### config.mk
export PLATFORM = sky130hd
export DESIGN_NAME = uart_cmd_parser_flat
export DESIGN_NICKNAME = d
export VERILOG_FILES = /design/src/rtl/uart_cmd_pkg.sv /design/src/rtl/uart_cmd_parser_if.sv /design/src/rtl/uart_resp_serializer.sv /design/src/rtl/uart_cmd_parser.sv /design/src/flat_wrapper.sv
export SDC_FILE = /design/constraint.sdc
export NUM_CORES = 1
export LEC_CHECK = 0
export ABC_AREA = 1
export BUFFER_PORTS_ARGS = -buffer_cell sky130_fd_sc_hd__buf_4
export CAP_MARGIN = 20
export CORE_MARGIN = 2
export CORE_UTILIZATION = 40
export CTS_BUF_LIST = sky130_fd_sc_hd__clkbuf_8
export CTS_CLUSTER_SIZE = 30
export DETAILED_ROUTE_END_ITERATION = 6
export SYNTH_ARGS = -nofsm -noshare
export SYNTH_HDL_FRONTEND = slang
export SYNTH_SLANG_ARGS = --single-unit
### constraint.sdc
create_clock -name i_Clock -period 1.84 [get_ports i_Clock]
set_input_delay 0.184 -clock i_Clock [delete_from_list [all_inputs] [get_ports i_Clock]]
set_output_delay 0.184 -clock i_Clock [all_outputs]
set_load 0.03 [all_outputs]
### src/rtl/uart_cmd_pkg.sv
// Shared constants, state encoding and helpers for the UART command parser.
// The parser FSM and the response serializer both import this package.
package uart_cmd_pkg;

  localparam logic [7:0] ASCII_CR = 8'h0D;
  localparam logic [7:0] ASCII_LF = 8'h0A;
  localparam logic [7:0] ASCII_R  = 8'h52;
  localparam logic [7:0] ASCII_G  = 8'h47;
  localparam logic [7:0] ASCII_B  = 8'h42;
  localparam logic [7:0] ASCII_0  = 8'h30;
  localparam logic [7:0] ASCII_1  = 8'h31;
  localparam logic [7:0] ASCII_Q  = 8'h3F;
  localparam logic [7:0] ASCII_O  = 8'h4F;
  localparam logic [7:0] ASCII_K  = 8'h4B;
  localparam logic [7:0] ASCII_E  = 8'h45;

  localparam logic [2:0] RESP_LEN_ACK   = 3'd4;
  localparam logic [2:0] RESP_LEN_QUERY = 3'd5;

  typedef enum logic [1:0] {COLLECT, EXEC, TX_LOAD, TX_WAIT} state_e;

  // Pins are active-low, so a low pin reports as lit ('1').
  function automatic logic [7:0] led_digit(input logic pin);
    return pin ? ASCII_0 : ASCII_1;
  endfunction

endpackage

### src/rtl/uart_cmd_parser_if.sv
// Byte-level link between the UART RX/TX pair, the LED pins and the command parser.
// The parser takes the slave view; the surrounding top level or bench takes the master view.
interface uart_cmd_parser_if;
  logic       i_RX_DV;
  logic [7:0] i_RX_Byte;
  logic       o_TX_DV;
  logic [7:0] o_TX_Byte;
  logic       i_TX_Active;
  logic       i_TX_Done;
  logic       o_LED_R;
  logic       o_LED_G;
  logic       o_LED_B;
  logic       o_Cmd_Err;
  logic       o_Overrun;

  modport slave (
    input  i_RX_DV, i_RX_Byte, i_TX_Active, i_TX_Done,
    output o_TX_DV, o_TX_Byte, o_LED_R, o_LED_G, o_LED_B, o_Cmd_Err, o_Overrun
  );

  modport master (
    output i_RX_DV, i_RX_Byte, i_TX_Active, i_TX_Done,
    input  o_TX_DV, o_TX_Byte, o_LED_R, o_LED_G, o_LED_B, o_Cmd_Err, o_Overrun
  );
endinterface

### src/rtl/uart_resp_serializer.sv
// Holds one ASCII response (up to 5 bytes) and feeds it to the UART transmitter
// byte by byte through its DV/Active/Done handshake.
module uart_resp_serializer
  import uart_cmd_pkg::*;
(
  input  logic            clk,
  input  logic            rst_n,
  input  logic            start,
  input  logic [4:0][7:0] resp,
  input  logic [2:0]      resp_len,
  input  logic            tx_active,
  input  logic            tx_done,
  output logic            tx_dv,
  output logic [7:0]      tx_byte,
  output logic            busy
);

  state_e          state_q, state_d;
  logic [4:0][7:0] buf_q, buf_d;
  logic [2:0]      len_q, len_d;
  logic [2:0]      idx_q, idx_d;
  logic            tx_dv_q, tx_dv_d;
  logic [7:0]      tx_byte_q, tx_byte_d;
  logic            last_s;

  assign last_s  = (state_q == TX_WAIT) && tx_done && (idx_q == (len_q - 3'd1));
  // Busy drops in the cycle of the final Done so the parser can resume collecting on the same edge.
  assign busy    = (state_q != COLLECT) && !last_s;
  assign tx_dv   = tx_dv_q;
  assign tx_byte = tx_byte_q;

  // Handshake state register and response buffer.
  always_ff @(posedge clk or negedge rst_n) begin
    if (!rst_n) begin
      state_q   <= COLLECT;
      buf_q     <= '0;
      len_q     <= 3'd0;
      idx_q     <= 3'd0;
      tx_dv_q   <= 1'b0;
      tx_byte_q <= 8'd0;
    end else begin
      state_q   <= state_d;
      buf_q     <= buf_d;
      len_q     <= len_d;
      idx_q     <= idx_d;
      tx_dv_q   <= tx_dv_d;
      tx_byte_q <= tx_byte_d;
    end
  end

  // Next-state logic: COLLECT doubles as the idle state of the serializer.
  always_comb begin
    state_d   = state_q;
    buf_d     = buf_q;
    len_d     = len_q;
    idx_d     = idx_q;
    tx_dv_d   = 1'b0;
    tx_byte_d = tx_byte_q;
    case (state_q)
      COLLECT: begin
        if (start) begin
          buf_d   = resp;
          len_d   = resp_len;
          idx_d   = 3'd0;
          state_d = TX_LOAD;
        end else begin
          state_d = COLLECT;
        end
      end
      TX_LOAD: begin
        if (!tx_active) begin
          tx_dv_d   = 1'b1;
          tx_byte_d = buf_q[idx_q];
          state_d   = TX_WAIT;
        end else begin
          state_d = TX_LOAD;
        end
      end
      TX_WAIT: begin
        if (last_s) begin
          buf_d   = '0;
          len_d   = 3'd0;
          idx_d   = 3'd0;
          state_d = COLLECT;
        end else if (tx_done) begin
          idx_d   = idx_q + 3'd1;
          state_d = TX_LOAD;
        end else begin
          state_d = TX_WAIT;
        end
      end
      default: state_d = COLLECT;
    endcase
  end

endmodule

### src/rtl/uart_cmd_parser.sv
// Assembles ASCII command lines from the UART receiver, drives the RGB LED pins
// and answers each non-empty line with "OK", "ER" or the LED state.
module uart_cmd_parser
  import uart_cmd_pkg::*;
#(
  parameter int MAX_LEN      = 4,
  parameter int TIMEOUT_CLKS = 25000000
) (
  input  logic i_Clock,
  input  logic i_Rst_L,
  uart_cmd_parser_if.slave bus
);

  localparam int              TW         = $clog2(TIMEOUT_CLKS);
  localparam int              IW         = $clog2(MAX_LEN);
  localparam logic [2:0]      MAX_LEN_W  = 3'(MAX_LEN);
  localparam logic [2:0]      MAX_LEN_P1 = 3'(MAX_LEN + 1);
  localparam logic [TW-1:0]   TMO_LAST   = TW'(TIMEOUT_CLKS - 1);

  state_e                   state_q, state_d;
  logic [MAX_LEN-1:0][7:0]  buf_q, buf_d;
  logic [2:0]               len_q, len_d;
  logic                     too_long_q, too_long_d;
  logic [TW-1:0]            tmo_q, tmo_d;
  logic [2:0]               led_q, led_d;
  logic                     err_q, err_d;
  logic                     ovr_q, ovr_d;
  logic                     start_s, busy_s, tail1_clr_s, tail2_clr_s, is_term_s;
  logic [4:0][7:0]          resp_s;
  logic [2:0]               resp_len_s;

  assign bus.o_LED_R   = led_q[2];
  assign bus.o_LED_G   = led_q[1];
  assign bus.o_LED_B   = led_q[0];
  assign bus.o_Cmd_Err = err_q;
  assign bus.o_Overrun = ovr_q;
  assign is_term_s     = (bus.i_RX_Byte == ASCII_CR) || (bus.i_RX_Byte == ASCII_LF);

  uart_resp_serializer u_ser (
    .clk       (i_Clock),
    .rst_n     (i_Rst_L),
    .start     (start_s),
    .resp      (resp_s),
    .resp_len  (resp_len_s),
    .tx_active (bus.i_TX_Active),
    .tx_done   (bus.i_TX_Done),
    .tx_dv     (bus.o_TX_DV),
    .tx_byte   (bus.o_TX_Byte),
    .busy      (busy_s)
  );

  // Parser state, line buffer, timeout counter and LED pins.
  always_ff @(posedge i_Clock or negedge i_Rst_L) begin
    if (!i_Rst_L) begin
      state_q    <= COLLECT;
      buf_q      <= '0;
      len_q      <= 3'd0;
      too_long_q <= 1'b0;
      tmo_q      <= '0;
      led_q      <= 3'b111;
      err_q      <= 1'b0;
      ovr_q      <= 1'b0;
    end else begin
      state_q    <= state_d;
      buf_q      <= buf_d;
      len_q      <= len_d;
      too_long_q <= too_long_d;
      tmo_q      <= tmo_d;
      led_q      <= led_d;
      err_q      <= err_d;
      ovr_q      <= ovr_d;
    end
  end

  // Unused buffer slots must read back as zero; this guards the decode against stale bytes.
  always_comb begin
    tail1_clr_s = (buf_q[1] == 8'd0);
    tail2_clr_s = 1'b1;
    for (int i = 2; i < MAX_LEN; i++) begin
      if (buf_q[i] != 8'd0) begin
        tail2_clr_s = 1'b0;
      end else begin
        tail2_clr_s = tail2_clr_s;
      end
    end
  end

  // Line collection, timeout, command decode and response construction.
  always_comb begin
    state_d    = state_q;
    buf_d      = buf_q;
    len_d      = len_q;
    too_long_d = too_long_q;
    tmo_d      = tmo_q;
    led_d      = led_q;
    err_d      = 1'b0;
    ovr_d      = bus.i_RX_DV && (state_q != COLLECT);
    start_s    = 1'b0;
    resp_s     = {8'd0, ASCII_LF, ASCII_CR, ASCII_R, ASCII_E};
    resp_len_s = RESP_LEN_ACK;
    case (state_q)
      COLLECT: begin
        if (bus.i_RX_DV) begin
          tmo_d = '0;
          if (is_term_s) begin
            state_d = (len_q != 3'd0) ? EXEC : COLLECT;
          end else begin
            if (len_q < MAX_LEN_W) begin
              buf_d[len_q[IW-1:0]] = bus.i_RX_Byte;
            end else begin
              too_long_d = 1'b1;
            end
            len_d = (len_q == MAX_LEN_P1) ? len_q : (len_q + 3'd1);
          end
        end else if (len_q != 3'd0) begin
          if (tmo_q == TMO_LAST) begin
            buf_d      = '0;
            len_d      = 3'd0;
            too_long_d = 1'b0;
            tmo_d      = '0;
          end else begin
            tmo_d = tmo_q + TW'(1);
          end
        end else begin
          tmo_d = tmo_q;
        end
      end
      EXEC: begin
        start_s    = 1'b1;
        state_d    = TX_LOAD;
        buf_d      = '0;
        len_d      = 3'd0;
        too_long_d = 1'b0;
        tmo_d      = '0;
        if (!too_long_q && (len_q == 3'd2) && tail2_clr_s &&
            ((buf_q[1] == ASCII_0) || (buf_q[1] == ASCII_1)) &&
            ((buf_q[0] == ASCII_R) || (buf_q[0] == ASCII_G) || (buf_q[0] == ASCII_B))) begin
          case (buf_q[0])
            ASCII_R: led_d[2] = (buf_q[1] == ASCII_0);
            ASCII_G: led_d[1] = (buf_q[1] == ASCII_0);
            ASCII_B: led_d[0] = (buf_q[1] == ASCII_0);
            default: led_d    = led_q;
          endcase
          resp_s = {8'd0, ASCII_LF, ASCII_CR, ASCII_K, ASCII_O};
        end else if (!too_long_q && (len_q == 3'd1) && tail1_clr_s && tail2_clr_s &&
                     (buf_q[0] == ASCII_Q)) begin
          resp_s     = {ASCII_LF, ASCII_CR, led_digit(led_q[0]), led_digit(led_q[1]),
                        led_digit(led_q[2])};
          resp_len_s = RESP_LEN_QUERY;
        end else begin
          err_d = 1'b1;
        end
      end
      TX_LOAD: begin
        // The parser parks here while the serializer runs the byte handshake.
        state_d = busy_s ? TX_LOAD : COLLECT;
      end
      default: state_d = COLLECT;
    endcase
  end

endmodule

### src/flat_wrapper.sv
// flat-port wrapper written by rule: the top's interface ports become plain ports
module uart_cmd_parser_flat import uart_cmd_pkg::*;
#(
  parameter int MAX_LEN      = 4,
  parameter int TIMEOUT_CLKS = 25000000
)
  (i_Clock, i_Rst_L, bus_i_RX_DV, bus_i_RX_Byte, bus_i_TX_Active, bus_i_TX_Done, bus_o_TX_DV, bus_o_TX_Byte, bus_o_LED_R, bus_o_LED_G, bus_o_LED_B, bus_o_Cmd_Err, bus_o_Overrun);
  uart_cmd_parser_if bus_i ();
  input  logic i_Clock;
  input  logic i_Rst_L;
  input wire logic [$bits(bus_i.i_RX_DV)-1:0] bus_i_RX_DV;
  input wire logic [$bits(bus_i.i_RX_Byte)-1:0] bus_i_RX_Byte;
  input wire logic [$bits(bus_i.i_TX_Active)-1:0] bus_i_TX_Active;
  input wire logic [$bits(bus_i.i_TX_Done)-1:0] bus_i_TX_Done;
  output wire logic [$bits(bus_i.o_TX_DV)-1:0] bus_o_TX_DV;
  output wire logic [$bits(bus_i.o_TX_Byte)-1:0] bus_o_TX_Byte;
  output wire logic [$bits(bus_i.o_LED_R)-1:0] bus_o_LED_R;
  output wire logic [$bits(bus_i.o_LED_G)-1:0] bus_o_LED_G;
  output wire logic [$bits(bus_i.o_LED_B)-1:0] bus_o_LED_B;
  output wire logic [$bits(bus_i.o_Cmd_Err)-1:0] bus_o_Cmd_Err;
  output wire logic [$bits(bus_i.o_Overrun)-1:0] bus_o_Overrun;
  assign bus_i.i_RX_DV = bus_i_RX_DV;
  assign bus_i.i_RX_Byte = bus_i_RX_Byte;
  assign bus_i.i_TX_Active = bus_i_TX_Active;
  assign bus_i.i_TX_Done = bus_i_TX_Done;
  assign bus_o_TX_DV = bus_i.o_TX_DV;
  assign bus_o_TX_Byte = bus_i.o_TX_Byte;
  assign bus_o_LED_R = bus_i.o_LED_R;
  assign bus_o_LED_G = bus_i.o_LED_G;
  assign bus_o_LED_B = bus_i.o_LED_B;
  assign bus_o_Cmd_Err = bus_i.o_Cmd_Err;
  assign bus_o_Overrun = bus_i.o_Overrun;
  uart_cmd_parser #(.MAX_LEN(MAX_LEN), .TIMEOUT_CLKS(TIMEOUT_CLKS)) u_core (.i_Clock(i_Clock), .i_Rst_L(i_Rst_L), .bus(bus_i));
endmodule
# Yosys cells after proc, flatten, opt, wreduce, memory -nomap -nowiden
# Cells that the tools add are included.
[word_totals]
out_inout_bits = 14
reg_bits = 125
inputBits = 13
word_cells = 164
[op_classes]
reduce_logical = 40
n_eq_ne = 28
n_lt_le_gt_ge = 4
n_bitwise = 1
addsub = 4
mux = 64
[op_table]
columns = ["op", "count"]
rows = [
  ["2-to-1 mux 32 bit", 5],
  ["2-to-1 mux 40 bit", 4],
  ["case mux 40 bit (2 select lines)", 1],
  ["2-to-1 mux 25 bit", 3],
  ["case mux 32 bit (2 select lines)", 1],
  ["case mux 25 bit (2 select lines)", 1],
  ["2-to-1 mux 3 bit", 12],
  ["2-to-1 mux 36 bit", 1],
  ["bitwise mux 32 bit", 1],
  ["adder 25 x 1 -> 25 bit, second input constant", 1],
  ["equality test 25 bit, second input constant", 1],
  ["binary-select mux 8 bit (select 3 bit)", 1],
  ["equality test 8 x 6 -> 1 bit, second input constant", 3],
  ["equality test 8 x 7 -> 1 bit, second input constant", 3],
  ["2-to-1 mux 1 bit", 20],
  ["case mux 3 bit (2 select lines)", 3],
  ["demux 8 bit (select 2 bit)", 1],
  ["equality test 8 x 4 -> 1 bit, second input constant", 2],
  ["2-to-1 mux 8 bit", 2],
  ["nonzero test 8 bit", 2],
  ["AND reduction 3 bit", 5],
  ["AND reduction 5 bit", 3],
  ["logical AND 1 bit", 13],
  ["inequality test 3 bit, second input constant", 4],
  ["other kinds (26)", 48],
]

# Depth between registers and ports, before layout
# Gate-level depths: netlist of run 1.
[logic_depth]
word_depth = 10
ltp_mapped = 11
ltp_nobuf = 10

# Hierarchy
# Synthesis of run 1 repeated with hierarchy kept, for this count alone.
[hier_totals]
hier_cells = 902
area_unflattened_um2 = 6708.9
[by_module_without_submodules]
columns = ["module", "cells_each", "n_inst", "seq_area_each_um2", "area_per_inst_um2"]
rows = [
  ["uart_cmd_parser", 568, 1, 1705.4, 4048.9],
  ["uart_resp_serializer", 334, 1, 1426.4, 2660.1],
]

# Worst setup path before layout of run 1
# No wires, ideal clock.
[synth_path]
kind = "register -> register"
startpoint = "register u_core.u_ser.idx_q[0]"
endpoint = "register u_core.u_ser.buf_q[0] (netlist bit)"
setup_time_ns = 0.126
required_time_ns = 1.714
t_arrival_ns = 1.540
path_buffers = 0
period_less_slack_ns = 1.666
stages_incl_launch_ff = 9
slack_ns = 0.174
cell_sequence = "dfrtp_1 clkinv_1 ha_1 nor3_1 nand3_1 nand2_1 nand2_1 nand2_1 nand3_1"
[synth_via]
elab_chain_cells = 4
[synth_lines]
columns = ["element", "line", "text"]
rows = [
  ["start, declared", "uart_resp_serializer.sv:21", "logic [2:0] idx_q, idx_d;"],
  ["start signal, assigned", "uart_resp_serializer.sv:45", "idx_q <= idx_d;"],
  ["equality test 3 bit", "uart_resp_serializer.sv:26", "assign last_s = (state_q == TX_WAIT) && tx_done && (idx_q == (len_q - 3'd1));"],
  ["logical AND 1 bit", "uart_resp_serializer.sv:26", ""],
  ["inequality test 2 bit (no source line)", "-", ""],
  ["AND reduction 3 bit (no source line)", "-", ""],
  ["end signal, assigned", "uart_resp_serializer.sv:43", "buf_q <= buf_d;"],
  ["end, declared", "uart_resp_serializer.sv:19", "logic [4:0][7:0] buf_q, buf_d;"],
]
# No other way between the ends.
# A chain may end at the register's enable or synchronous reset.

# Worst setup path in the final report of run 1
[layout_path]
startpoint = "register u_core.len_q[1]"
endpoint = "register u_core.buf_q[0] (netlist bit)"
[layout_via]
elab_chain_cells = 9
word_cells_on_any_way = 15
cone_classes = "order compare (3); eq/ne (2); mux (7); reduce/logical (3)"
[layout_lines]
columns = ["element", "line", "text"]
rows = [
  ["start, declared", "uart_cmd_parser.sv:22", "logic [2:0] len_q, len_d;"],
  ["start signal, assigned", "uart_cmd_parser.sv:66", "len_q <= len_d;"],
  ["< comparator 2 x 3 -> 1 bit (implied by the code) or greater-or-equal comparator 2 x 1 -> 1 bit (tied branches)", "uart_cmd_parser.sv:109", "buf_d[len_q[IW-1:0]] = bus.i_RX_Byte;"],
  ["logical AND 1 bit (implied by the code)", "uart_cmd_parser.sv:109", ""],
  ["2-to-1 mux 8 bit (implied by the code)", "uart_cmd_parser.sv:109", ""],
  ["demux 8 bit (select 2 bit)", "-", ""],
  ["bitwise mux 32 bit", "uart_cmd_parser.sv:109", ""],
  ["2-to-1 mux 32 bit", "uart_cmd_parser.sv:108", "if (len_q < MAX_LEN_W) begin"],
  ["2-to-1 mux 32 bit", "uart_cmd_parser.sv:105", "if (is_term_s) begin"],
  ["2-to-1 mux 32 bit", "uart_cmd_parser.sv:103", "if (bus.i_RX_DV) begin"],
  ["case mux 32 bit (2 select lines)", "uart_cmd_parser.sv:101", "case (state_q)"],
  ["end signal, assigned", "uart_cmd_parser.sv:65", "buf_q <= buf_d;"],
  ["end, declared", "uart_cmd_parser.sv:21", "logic [MAX_LEN-1:0][7:0] buf_q, buf_d;"],
]
# Parallel ways exist; a longest one is shown, timed or not. The select of a mux whose other input is x is not followed.

==> impl_results.rst, run 1 <==
.. list-table::
   :header-rows: 1

   * - Metric
     - Value
   * - Status
     - finished, final reports clean
   * - Capturing element type of the critical path
     - flop
   * - Total number of vias
     - 4952
   * - Maximum clock frequency
     - roughly 570 MHz
   * - Row Count
     - 41
   * - Critical Path Start Type
     - flop
   * - RSZ-0062 raised after global routing
     - yes
   * - Net count, final
     - between 800 and 900
   * - Uppermost routed layer
     - met4
   * - Total iterations of the first detailed-routing run
     - 5
   * - Final weighted congestion in routability-driven placement
     - 0.917
   * - Drt initial violations
     - 354
   * - Drt total wl
     - 13.5 mm
   * - Reg2Reg Depth
     - 11
   * - Crit path buf inv count
     - 2
   * - Via-per-instance ratio
     - 5.08
   * - Final critical-path share of the clock period
     - 0.950
   * - Placed wire-length estimate after detailed placement
     - 9.83 mm
   * - Insertion delay to the later sink of the worst-skew pair
     - 0.39 ns
   * - Final setup violation count
     - 0
   * - Final sum of negative setup slack
     - 0 ns
   * - Mean area per synthesized cell
     - 7.21 um^2
   * - Global-route wire length before repair
     - 22.2 mm
   * - Crit-path max cell delay
     - 0.43 ns
   * - Fillcell total
     - 1328
   * - Type of the worst min-delay path
     - in2reg
   * - Placed insts
     - 948
   * - Routed len/inst
     - ~14 um
   * - Slowest stage cell on the critical path
     - sky130_fd_sc_hd__dfrtp_1
   * - Clock Sink Count
     - a little under 90
   * - Flop and latch count out of synthesis
     - 89
   * - Final hold violation count
     - 0
   * - Area of the core region
     - between 10000 and 15000 um^2
   * - Routed metal-1 wire length
     - 6.36 mm
   * - Mapped Cells
     - 730
   * - Met3 wirelength from detailed routing
     - 448 um
   * - Ys Warns
     - 0
   * - Via count of the first global-routing pass
     - 4684
   * - Critical-path maximum fanout
     - 8
   * - Time the worst path needs with I/O delays and setup
     - 1.75 ns
   * - Number of buffers created by CTS
     - 9
   * - Placement-stage worst setup slack
     - around 0.0032 ns
   * - Cell area after synthesis
     - 5260 um^2
   * - Total power divided by cell area
     - 1050 nW/um^2
   * - Routed wire length on met2
     - 6.47 mm
   * - Clock edge transition at the registers on the reported setup and hold paths
     - 0.10 ns
   * - Terminating pin of the worst hold path
     - u_core.u_ser.tx_dv$_DFF_PN0_
   * - Antenna viol nets, final
     - 0
   * - Die span in x
     - roughly 120 um
   * - Sequential fraction of the synthesis area
     - 0.424
   * - CP Class
     - reg2reg
   * - Largest delay contributor family on the critical path
     - simple AND/OR/NAND/NOR gates
   * - Static leakage
     - 3.15 nW
   * - Worst IR drop on VDD
     - 0.000547 V
   * - Number of inserted diodes
     - 0
   * - TritonCTS clock tree
     - done
   * - Initial antenna violation count
     - 0
   * - Area growth from synthesis to layout
     - 18.2%
   * - Clock root buffer
     - sky130_fd_sc_hd__clkbuf_8
   * - Arrival time at the worst endpoint
     - about 2.0 ns
   * - Share of final-layout standard cells stronger than drive strength 1
     - 0.161
   * - Cell variety after synth
     - 38
   * - Largest net degree at the start of global routing
     - 37
   * - Capture instance of the worst register-to-register path
     - u_core.buf_q[0]$_DFFE_PN0P_
   * - Final max-slew violation count
     - 0
   * - Fin worst setup slack
     - 0.0914 ns
   * - Area taken by multi-input logic gates
     - 2660 um^2
   * - Req. time, crit path
     - 2.13 ns
   * - Count of unresolved DRC violations after routing
     - 0
   * - Overflow after GRT
     - 0
   * - CTS H-tree depth
     - 3
   * - Total power
     - 6.51 mW
   * - Non-filler instance count after layout
     - 975
   * - Cell breakdown of the critical path
     - inv_2, ha_2, nand2_2, nor2_2, nor2_4, nand2_2, nor2_8, buf_12, nand3_4, nand2_1, nand2_1
   * - Max-cap violations
     - 0
   * - Number of port buffers
     - 25
   * - Vert. Die Dim
     - approximately 120 um
   * - Hold-critical path depth
     - 3
   * - Total area of sequential cells
     - 2230 um^2
   * - I/O Pins
     - 27
   * - Syn_nets
     - 754
   * - R2R Path Start
     - u_core.len_q[1]$_DFFE_PN0P_
   * - Worst Hold Launch
     - bus_i_TX_Active
   * - Initial core utilization
     - 0.414
   * - Overall global routing resource usage
     - 0.194
   * - Register-to-register setup slack
     - 0.09 ns
   * - CTS Buffer Depth
     - 2
   * - Maximum clock skew at final layout
     - between 0.009 and 0.01 ns
   * - Total die area
     - 14100 um^2
[metal layers]
metal,up-vias,GRT usage
met1,2350,0.259
met5,-,0
met4,0,0.0647
li1,2486,-
met2,100,0.324
met3,16,0.0290
[metrics by stage]
stage          utilization  area (um^2)  hold slack [ns]
5_1_grt              0.489         6220            0.100
2_1_floorplan            -         5260           -0.112
3_5_place_dp         0.459         5850            0.122
4_1_cts              0.474         6040           0.0928
3_3_place_gp         0.459         5850            0.120
6_report             0.489         6220            0.109
[placed cells by master (no fill, tap or decap), types with 2 or more instances in the layout]
cell,instances
sky130_fd_sc_hd__clkbuf_16,3
sky130_fd_sc_hd__nand2_2,10
sky130_fd_sc_hd__clkinv_4,2
sky130_fd_sc_hd__nor2_4,2
sky130_fd_sc_hd__clkbuf_8,9
sky130_fd_sc_hd__clkinvlp_4,2
sky130_fd_sc_hd__a22o_1,2
sky130_fd_sc_hd__nand2_4,3
sky130_fd_sc_hd__dfstp_2,3
sky130_fd_sc_hd__clkinv_2,2
sky130_fd_sc_hd__nand2_1,224
sky130_fd_sc_hd__o21ai_1,4
sky130_fd_sc_hd__nor3_1,13
sky130_fd_sc_hd__nand4_1,48
sky130_fd_sc_hd__dfrtp_1,85
sky130_fd_sc_hd__or2_2,2
sky130_fd_sc_hd__nand3b_1,4
sky130_fd_sc_hd__buf_12,2
sky130_fd_sc_hd__o211ai_1,2
sky130_fd_sc_hd__nor3_2,2
sky130_fd_sc_hd__a21oi_1,7
sky130_fd_sc_hd__nor2_1,103
sky130_fd_sc_hd__buf_4,66
sky130_fd_sc_hd__xor2_1,4
sky130_fd_sc_hd__o21a_1,2
sky130_fd_sc_hd__nand3_4,4
sky130_fd_sc_hd__ha_2,2
sky130_fd_sc_hd__and3_1,2
sky130_fd_sc_hd__nand3_1,53
sky130_fd_sc_hd__ha_1,9
sky130_fd_sc_hd__o21bai_1,4
sky130_fd_sc_hd__inv_1,78
sky130_fd_sc_hd__nor2_2,5
sky130_fd_sc_hd__inv_2,5
sky130_fd_sc_hd__o21ai_0,23
[cell usage after synthesis (all sizes together)]
library cell    n  area (um^2)
a21oi           7         35.0
a22o            2         17.5
a31oi           1         6.26
a32o            1         10.0
and3            2         12.5
buf            13          115
clkbuf          4         15.0
clkinv          1         3.75
conb            1         3.75
dfrtp          86         2150
dfstp           3         78.8
ha             11          138
inv            83          312
nand2         236          908
nand3          58          340
nand3b          4         30.0
nand4          48          300
nor2          111          453
nor3           15         75.1
nor3b           1         7.51
o211ai          2         15.0
o21a            2         15.0
o21ai          27          135
o21bai          4         30.0
or2             3         18.8
xor2            4         35.0
[worst register-to-register path, cell delays in order, from the launching register on]
cell and delay [ns]:
sky130_fd_sc_hd__dfrtp_1 0.43, sky130_fd_sc_hd__inv_2 0.06, sky130_fd_sc_hd__ha_2 0.18, sky130_fd_sc_hd__nand2_2 0.09, sky130_fd_sc_hd__nor2_2 0.06, sky130_fd_sc_hd__nor2_4 0.10, sky130_fd_sc_hd__nand2_2 0.10, sky130_fd_sc_hd__nor2_8 0.20
sky130_fd_sc_hd__buf_12 0.16, sky130_fd_sc_hd__nand3_4 0.13, sky130_fd_sc_hd__nand2_1 0.10, sky130_fd_sc_hd__nand2_1 0.05
[power breakdown]
group          total (mW)  leakage (nW)  switching (mW)  internal (mW)
logic                2.61          1.86            1.61           1.00
clock network        1.26        0.0908           0.774          0.491
registers            2.64          1.21           0.301           2.34
total                6.51          3.15            2.68           3.83
[how the worst max path moves through the flow]
stage	start	to	slack [ns]	cells past startpoint
2_1_floorplan	u_core.u_ser.idx_q[0]$_DFFE_PN0P_	u_core.u_ser.buf_q[0]$_DFFE_PN0P_	0.17	8
3_3_place_gp	u_core.tmo_q[0]$_DFFE_PN0P_	u_core.buf_q[28]$_DFFE_PN0P_	0.07	10
3_5_place_dp	u_core.tmo_q[0]$_DFFE_PN0P_	u_core.buf_q[18]$_DFFE_PN0P_	0.003	10
4_1_cts	u_core.tmo_q[0]$_DFFE_PN0P_	u_core.tmo_q[22]$_DFFE_PN0P_	0.06	10
5_1_grt	u_core.tmo_q[0]$_DFFE_PN0P_	u_core.buf_q[26]$_DFFE_PN0P_	-0.04	10
6_report	u_core.len_q[1]$_DFFE_PN0P_	u_core.buf_q[0]$_DFFE_PN0P_	0.09	11
[final cells by class]
cell class	instances	share of cell area
clock buffers	9	0.0199
clock inverters	7	0.00764
inverters	84	0.0513
multi-input cells	542	0.428
flip-flops and latches	89	0.359
well taps	172	0.0346
repair buffers	72	0.0998
[sequential cells by signal (all words and copies together), names as in the netlist, 2 cells and up]
| name | count |
|---|---|
| u_core.buf_q | 32 |
| u_core.u_ser.tx_byte | 7 |
| u_core.u_ser.idx_q | 3 |
| u_core.u_ser.state_q | 2 |
| u_core.tmo_q | 25 |
| u_core.len_q | 3 |
| u_core.led_q | 3 |
| u_core.u_ser.buf_q | 7 |
| u_core.state_q | 2 |
[cells by family (layout without fill, tap and decap cells)]
family | Yosys count | count (layout) | share of synthesized area
AO/OA/AOI/OAI | 46 | 46 | 0.0502
adder cells (fa/ha/maj) | 11 | 11 | 0.0262
XOR/XNOR | 4 | 4 | 0.00666
flip-flops | 89 | 89 | 0.424
other | 1 | 1 | 0.000713
AND/OR/NAND/NOR | 478 | 480 | 0.408
buffers and inverters | 101 | 172 | 0.0846
[timing repair]
item                                    in CTS  in global routing
hold endpoints to repair                    23                  0
pin swaps                                    0                  0
setup buffers                                0                  5
gates resized for setup                      1                 17
hold buffers                                 1                  0
endpoints found under the setup margin       5                 56
cloned                                       0                  5
Note: power is estimated with default switching activity, not from simulation.
==> run 2: changes to the inputs <==
--- a/config.mk
+++ b/config.mk
@@ -5,14 +5,13 @@
 export SDC_FILE = /design/constraint.sdc
 export NUM_CORES = 1
 export LEC_CHECK = 0
-export ABC_AREA = 1
-export BUFFER_PORTS_ARGS = -buffer_cell sky130_fd_sc_hd__buf_4
 export CAP_MARGIN = 20
 export CORE_MARGIN = 2
 export CORE_UTILIZATION = 40
 export CTS_BUF_LIST = sky130_fd_sc_hd__clkbuf_8
 export CTS_CLUSTER_SIZE = 30
 export DETAILED_ROUTE_END_ITERATION = 6
+export DONT_BUFFER_PORTS = 1
 export SYNTH_ARGS = -nofsm -noshare
 export SYNTH_HDL_FRONTEND = slang
 export SYNTH_SLANG_ARGS = --single-unit
==> impl_results.rst, run 2 <==
.. list-table::
   :header-rows: 1

   * - Metric
     - Value
   * - Fin worst setup slack
     - -0.0260 ns
   * - Most instantiated library cell after synthesis
     - sky130_fd_sc_hd__dfrtp_1
   * - Crit-path max cell delay
     - roughly 0.43 ns
   * - Overall global routing resource usage
     - 0.192
   * - Total number of vias
     - 3908
   * - Placement-stage worst setup slack
     - -0.101 ns
   * - Type of the worst min-delay path
     - in2async
   * - Max-Slew Margin vs Limit
     - 0.644
   * - Number of buffers created by CTS
     - 9
   * - Final max-slew violation count
     - 0
   * - Static leakage
     - 2.71 nW
   * - Number of buffers inserted by hold repair at cts
     - 9
   * - Largest net degree at the start of global routing
     - 90
   * - Placed wire-length estimate after detailed placement
     - 7.65 mm
   * - List of most frequent post-synthesis cells
     - 86 x sky130_fd_sc_hd__dfrtp_1, 37 x sky130_fd_sc_hd__a22o_1, 28 x sky130_fd_sc_hd__nand2_1
   * - Instance area at placement
     - 5280 um^2
   * - Req. time, crit path
     - 2.10 ns
   * - Via-per-instance ratio
     - roughly 5.8
   * - Row Count
     - 39
   * - Area growth from synthesis to layout
     - 26.8%
   * - Register with the most flip-flops
     - u_core.buf_q
   * - Final core area utilization
     - 0.520
   * - Most frequent standard cell in the layout excluding fill and tap cells
     - sky130_fd_sc_hd__dfrtp_1
   * - Worst IR drop on VDD
     - between 0.0006 and 0.0007 V
   * - Drt total wl
     - 12.0 mm
   * - Violated checks
     - negative hold slack, negative setup slack
   * - Total power divided by cell area
     - 1020 nW/um^2
   * - Final critical-path share of the clock period
     - 1.01
   * - Clock root buffer
     - sky130_fd_sc_hd__clkbuf_8
   * - I/O Pins
     - 27
   * - Sequential fraction of the synthesis area
     - 0.476
   * - Area of the core region
     - 11400 um^2
   * - Critical Path Start Type
     - flop
   * - Total die area
     - roughly 13000 um^2
   * - Design Area, Final
     - 5940 um^2
   * - Antenna viol nets, final
     - 0
   * - Mapped Cells
     - 435
   * - Final weighted congestion in routability-driven placement
     - approximately 0.82
   * - CP Class
     - reg2reg
   * - RSZ-0062 raised after global routing
     - yes
   * - WHS
     - -0.502 ns
   * - Cell breakdown of the critical path
     - ha_4, and4_4, nand4_4, or4_4, and3_4, a211o_1
   * - Mean area per synthesized cell
     - between 10 and 15 um^2
   * - Initial antenna violation count
     - 1
   * - Overflow after GRT
     - 0
   * - Share of final-layout standard cells stronger than drive strength 1
     - 0.334
   * - Clock edge transition at the registers on the reported setup and hold paths
     - 0.09 ns
   * - CTS Buffer Depth
     - 2
   * - Vert. Die Dim
     - 112 um
   * - Number of flip-flops under the largest register name
     - 32
   * - Top cells by area, synth
     - sky130_fd_sc_hd__dfrtp_1 46%, sky130_fd_sc_hd__a22o_1 6.9%, sky130_fd_sc_hd__ha_1 2.9%
   * - Die span in x
     - 112 um
   * - Cell area after synthesis
     - 4690 um^2
   * - Maximum clock frequency
     - around 540 MHz
   * - Global-route wire length before repair
     - 19.4 mm
   * - Flop and latch count out of synthesis
     - 89
   * - Arrival time at the worst endpoint
     - 2.13 ns
   * - Routed len/inst
     - 17.8 um
   * - Capturing element type of the critical path
     - flop
   * - Initial core utilization
     - 0.410
   * - Share of Yosys cell area claimed by the top area cell type
     - 0.459
   * - TritonCTS clock tree
     - done
   * - Via count of the first global-routing pass
     - 3758
   * - Final setup violation count
     - 2
   * - Net count, final
     - 549
   * - Cell variety after synth
     - 68
   * - Time the worst path needs with I/O delays and setup
     - 1.87 ns
   * - Drt initial violations
     - 243
   * - Synth async-reset ratio
     - 1.00
   * - Number of enable-type register cells in the synthesized netlist
     - 0
   * - Most frequent cells in the layout
     - 84 x sky130_fd_sc_hd__dfrtp_1, 78 x sky130_fd_sc_hd__buf_4, 37 x sky130_fd_sc_hd__a22o_1
   * - Insertion delay to the later sink of the worst-skew pair
     - 0.38 ns
   * - Clock Sink Count
     - 89
   * - Final hold violation count
     - just under 90
   * - Syn_nets
     - 459
   * - Total iterations of the first detailed-routing run
     - 4
   * - Max-cap violations
     - 0
   * - CTS H-tree depth
     - 3
   * - Status
     - finished, violations left
   * - Critical-path maximum fanout
     - 3
   * - Slowest stage cell on the critical path
     - sky130_fd_sc_hd__or4_4
   * - Regs by FF count
     - u_core.buf_q x32, u_core.tmo_q x25
   * - Slew at the pin closest to its max-slew limit
     - 0.535 ns
   * - Ys Warns
     - 0
   * - Number of port buffers
     - 0
   * - Biggest area consumer among synthesized cells
     - sky130_fd_sc_hd__dfrtp_1
   * - Maximum clock skew at final layout
     - 0.0160 ns
   * - Main synth FF type
     - sky130_fd_sc_hd__dfrtp_1
   * - Count of unresolved DRC violations after routing
     - 0
==> run 2: layout make-up <==
type | instances | area, um^2
fillers | 1048 | 5480
multi-input cells | 313 | 2510
flip-flops and latches | 89 | 2230
repair buffers | 97 | 788
well taps | 143 | 179
clock buffers | 9 | 124
inverters | 15 | 56.3
clock inverters | 7 | 52.6
diodes | 1 | 2.50
==> run 2: per-stage QoR <==
stage,TNS (ns),hold slack [ns],std cells,total power [mW]
final,-0.0277,-0.502,674,6.06
after global routing,-4.25,-0.535,674,6.41
after CTS,-0.0138,-0.524,657,5.92
after detailed placement,-2.13,-0.105,626,4.54
after global placement,-0.674,-0.106,626,4.50
after floorplan,-0.00750,-0.112,435,3.90
==> run 2: kinds of logic after synthesis <==
kind of cell               synth area share
AOI/OAI and AO/OA                     0.213
muxes                                0.0251
other                              0.000800
DFF                                   0.476
and+or+nand+nor                       0.208
buffers and inverters                0.0350
xor gates and xnor gates             0.0131
adders and majority gates            0.0294
==> run 2: what timing repair did <==
item	CTS	global route
endpoints found under the setup margin	55	67
gates cloned	1	2
pin swaps	9	22
setup buffers	5	14
endpoints found under the hold margin	125	89
gates resized for setup	9	48
==> run 2: routing by layer <==
metal	wire, um	vias up	share of wire	global-route usage
li1	-	1837	-	-
met1	5770	1960	0.48	0.271
met2	5430	95	0.45	0.292
met3	595	16	0.050	0.0535
met4	183	0	0.015	0.0537
met5	0	-	0	0
==> run 2: worst max-delay path, delay by kind of cell (launching register included) <==
family	cells	cell delay, ns
AO/OA/AOI/OAI	1	0.26
adder cells (fa/ha/maj)	1	0.17
flip-flops	1	0.40
AND/OR/NAND/NOR	4	0.91
==> run 2: worst paths after layout <==
check	end	slack [ns]	startpoint	depth (start not counted)
max	u_core.tmo_q[22]$_DFFE_PN0P_	-0.03	u_core.tmo_q[0]$_DFFE_PN0P_	6
min	u_core.tmo_q[7]$_DFFE_PN0P_	-0.50	i_Rst_L	0
max reg2reg	u_core.tmo_q[22]$_DFFE_PN0P_	-0.03	u_core.tmo_q[0]$_DFFE_PN0P_	6
min reg2reg	u_core.u_ser.buf_q[16]$_DFFE_PN0P_	0.49	u_core.u_ser.buf_q[16]$_DFFE_PN0P_	1
max in group asynchronous	u_core.led_q[1]$_DFFE_PN1P_	2.11	i_Rst_L	0
min in group i_Clock	u_core.u_ser.state_q[0]$_DFF_PN0_	0.01	bus_i_TX_Done	2
==> run 2: power breakdown <==
part | switching, mW | internal, mW | leakage (nW) | total [mW]
Combinational | 0.999 | 1.05 | 1.43 | 2.05
Sequential | 0.401 | 2.34 | 1.19 | 2.74
Clock | 0.770 | 0.500 | 0.0900 | 1.27
Total | 2.17 | 3.89 | 2.71 | 6.06
==> run 3: changes to the inputs <==
--- a/config.mk
+++ b/config.mk
@@ -5,13 +5,17 @@
 export SDC_FILE = /design/constraint.sdc
 export NUM_CORES = 1
 export LEC_CHECK = 0
+export BUFFER_PORTS_ARGS = -buffer_cell sky130_fd_sc_hd__buf_4
 export CAP_MARGIN = 20
+export CELL_PAD_IN_SITES_DETAIL_PLACEMENT = 0
+export CELL_PAD_IN_SITES_GLOBAL_PLACEMENT = 2
 export CORE_MARGIN = 2
 export CORE_UTILIZATION = 40
 export CTS_BUF_LIST = sky130_fd_sc_hd__clkbuf_8
 export CTS_CLUSTER_SIZE = 30
 export DETAILED_ROUTE_END_ITERATION = 6
-export DONT_BUFFER_PORTS = 1
+export GPL_TIMING_DRIVEN = 1
+export PLACE_DENSITY_LB_ADDON = 0.1
 export SYNTH_ARGS = -nofsm -noshare
 export SYNTH_HDL_FRONTEND = slang
 export SYNTH_SLANG_ARGS = --single-unit
==> impl_results.rst, run 3 (synthesized netlist as in run 2, its figures left out) <==
.. list-table::
   :header-rows: 1

   * - Metric
     - Value
   * - RSZ-0062 raised after global routing
     - yes
   * - Most frequent cells in the layout
     - 111 x sky130_fd_sc_hd__buf_4, 84 x sky130_fd_sc_hd__dfrtp_1, 37 x sky130_fd_sc_hd__a22o_1
   * - CP Class
     - reg2reg
   * - Clock edge transition at the registers on the reported setup and hold paths
     - 0.09 ns
   * - Clock root buffer
     - sky130_fd_sc_hd__clkbuf_8
   * - Insertion delay to the later sink of the worst-skew pair
     - 0.37 ns
   * - CTS Buffer Depth
     - 2
   * - Cell breakdown of the critical path
     - ha_4, and4_4, nand4_4, or4_4, and3_4, a211o_1
   * - Maximum clock frequency
     - 527 MHz
   * - Design Area, Final
     - 6180 um^2
   * - Die span in x
     - 112 um
   * - Slew at the pin closest to its max-slew limit
     - 0.625 ns
   * - Crit-path max cell delay
     - approximately 0.44 ns
   * - WHS
     - 0.113 ns
   * - Share of final-layout standard cells stronger than drive strength 1
     - 0.372
   * - Count of unresolved DRC violations after routing
     - 0
   * - Routed wire length on met2
     - ~5.9 mm
   * - Number of flip-flops under the largest register name
     - 32
   * - Instance area at placement
     - 5600 um^2
   * - Largest net degree at the start of global routing
     - 44
   * - Slowest stage cell on the critical path
     - sky130_fd_sc_hd__or4_4
   * - Number of port buffers
     - 25
   * - Total power divided by cell area
     - around 1100 nW/um^2
   * - Final setup violation count
     - 2
   * - Uppermost routed layer
     - met4
   * - Critical-path maximum fanout
     - 3
   * - Vert. Die Dim
     - between 100 and 150 um
   * - Arrival time at the worst endpoint
     - 2.15 ns
   * - Placed insts
     - 667
   * - Number of buffers created by CTS
     - 9
   * - Antenna viol nets, final
     - 0
   * - Capturing element type of the critical path
     - flop
   * - Clock Sink Count
     - 89
   * - Final max-slew violation count
     - 0
   * - I/O Pins
     - 27
   * - Initial antenna violation count
     - 0
   * - Row Count
     - 39
   * - Max-cap violations
     - 0
   * - Status
     - finished, violations left
   * - Req. time, crit path
     - 2.09 ns
   * - Via-per-instance ratio
     - 5.70
   * - Critical Path Start Type
     - flop
   * - Net count, final
     - 575
   * - Regs by FF count
     - u_core.buf_q x32, u_core.tmo_q x25
   * - Overflow after GRT
     - 0
   * - Routed metal-1 wire length
     - 5.87 mm
   * - Most frequent standard cell in the layout excluding fill and tap cells
     - sky130_fd_sc_hd__buf_4
   * - Area of the core region
     - 11400 um^2
   * - Total number of vias
     - between 3k and 4k
   * - Area growth from synthesis to layout
     - 31.8%
   * - Met3 wirelength from detailed routing
     - roughly 420 um
   * - Via count of the first global-routing pass
     - approximately 4.1k
   * - Initial core utilization
     - 0.410
   * - Time the worst path needs with I/O delays and setup
     - about 1.9 ns
   * - Drt total wl
     - 12.4 mm
   * - Maximum clock skew at final layout
     - between 0.01 and 0.015 ns
   * - CTS H-tree depth
     - 3
   * - Routed len/inst
     - ~18 um
   * - Register with the most flip-flops
     - u_core.buf_q
   * - TritonCTS clock tree
     - done
   * - Number of inserted diodes
     - 0
   * - Violated checks
     - negative setup slack
   * - Global-route wire length before repair
     - 20.9 mm
   * - Type of the worst min-delay path
     - in2reg
   * - Overall global routing resource usage
     - 0.207
   * - Placed wire-length estimate after detailed placement
     - 8.95 mm
   * - Final core area utilization
     - 0.541
   * - Max-Slew Margin vs Limit
     - 0.584
   * - Total die area
     - 12600 um^2
   * - Final hold violation count
     - 0
   * - Static leakage
     - approximately 2.9 nW
   * - Fin worst setup slack
     - -0.0569 ns
   * - Non-filler instance count after layout
     - 699
   * - Drt initial violations
     - 266
   * - Total iterations of the first detailed-routing run
     - 4
   * - Final weighted congestion in routability-driven placement
     - 0.796
   * - Worst IR drop on VDD
     - 0.000675 V
   * - Placement-stage worst setup slack
     - -0.165 ns
   * - Final critical-path share of the clock period
     - 1.03
[run 3: critical path: cells and delay by family, from the launching register on]
family | cells | cell delay, ns
DFF | 1 | 0.40
and+or+nand+nor | 4 | 0.96
AOI/OAI and AO/OA | 1 | 0.25
adders and majority gates | 1 | 0.18
[run 3: area by class of cell]
cell class | count | area, um^2
clock inverters | 5 | 62.6
flip-flops and latches | 89 | 2230
fillers | 1015 | 5240
multi-input cells | 313 | 2510
repair buffers | 123 | 985
clock buffers | 11 | 151
inverters | 15 | 56.3
well taps | 143 | 179
[run 3: path summary, 6_finish.rpt]
check	startpoint	to	slack (ns)	depth (start not counted)
max in group asynchronous	i_Rst_L	u_core.buf_q[17]$_DFFE_PN0P_	0.86	3
min in group asynchronous	i_Rst_L	u_core.u_ser.tx_byte[6]$_DFFE_PN0P_	0.36	2
worst max register to register	u_core.tmo_q[1]$_DFFE_PN0P_	u_core.tmo_q[22]$_DFFE_PN0P_	-0.06	6
worst min-delay path	bus_i_RX_Byte[2]	u_core.buf_q[26]$_DFFE_PN0P_	0.11	2
worst min register to register	u_core.u_ser.buf_q[0]$_DFFE_PN0P_	u_core.u_ser.buf_q[0]$_DFFE_PN0P_	0.48	1
worst max-delay path	u_core.tmo_q[1]$_DFFE_PN0P_	u_core.tmo_q[22]$_DFFE_PN0P_	-0.06	6
[run 3: repair_timing]
| action | 4_1_cts | 5_1_grt |
|---|---|---|
| hold buffers | 1 | 0 |
| pin swaps | 10 | 24 |
| endpoints found under the hold margin | 35 | 0 |
| setup buffers | 9 | 6 |
| endpoints found under the setup margin | 62 | 66 |
| gates resized for setup | 13 | 43 |
| cloned | 1 | 0 |
[run 3: stage by stage]
step / TNS [ns] / power [mW]
6_report: -0.0767 / 6.52
5_1_grt: -3.77 / 6.92
4_1_cts: -0.165 / 6.42
3_5_place_dp: -4.96 / 4.82
3_3_place_gp: -5.01 / 4.78
2_1_floorplan: -0.00750 / 3.90
[run 3: metal layers]
metal / vias up / global-route usage
met1: 2005 / 0.285
met2: 75 / 0.339
met4: 0 / 0.0699
met5: - / 0
li1: 1879 / -
met3: 22 / 0.0270
[run 3: power breakdown]
| group | leakage (nW) | internal (mW) | total, mW | switching, mW |
|---|---|---|---|---|
| clock | 0.102 | 0.709 | 1.45 | 0.737 |
| sequential | 1.19 | 2.34 | 2.65 | 0.306 |
| combinational | 1.57 | 1.23 | 2.43 | 1.20 |
| total | 2.86 | 4.28 | 6.52 | 2.24 |
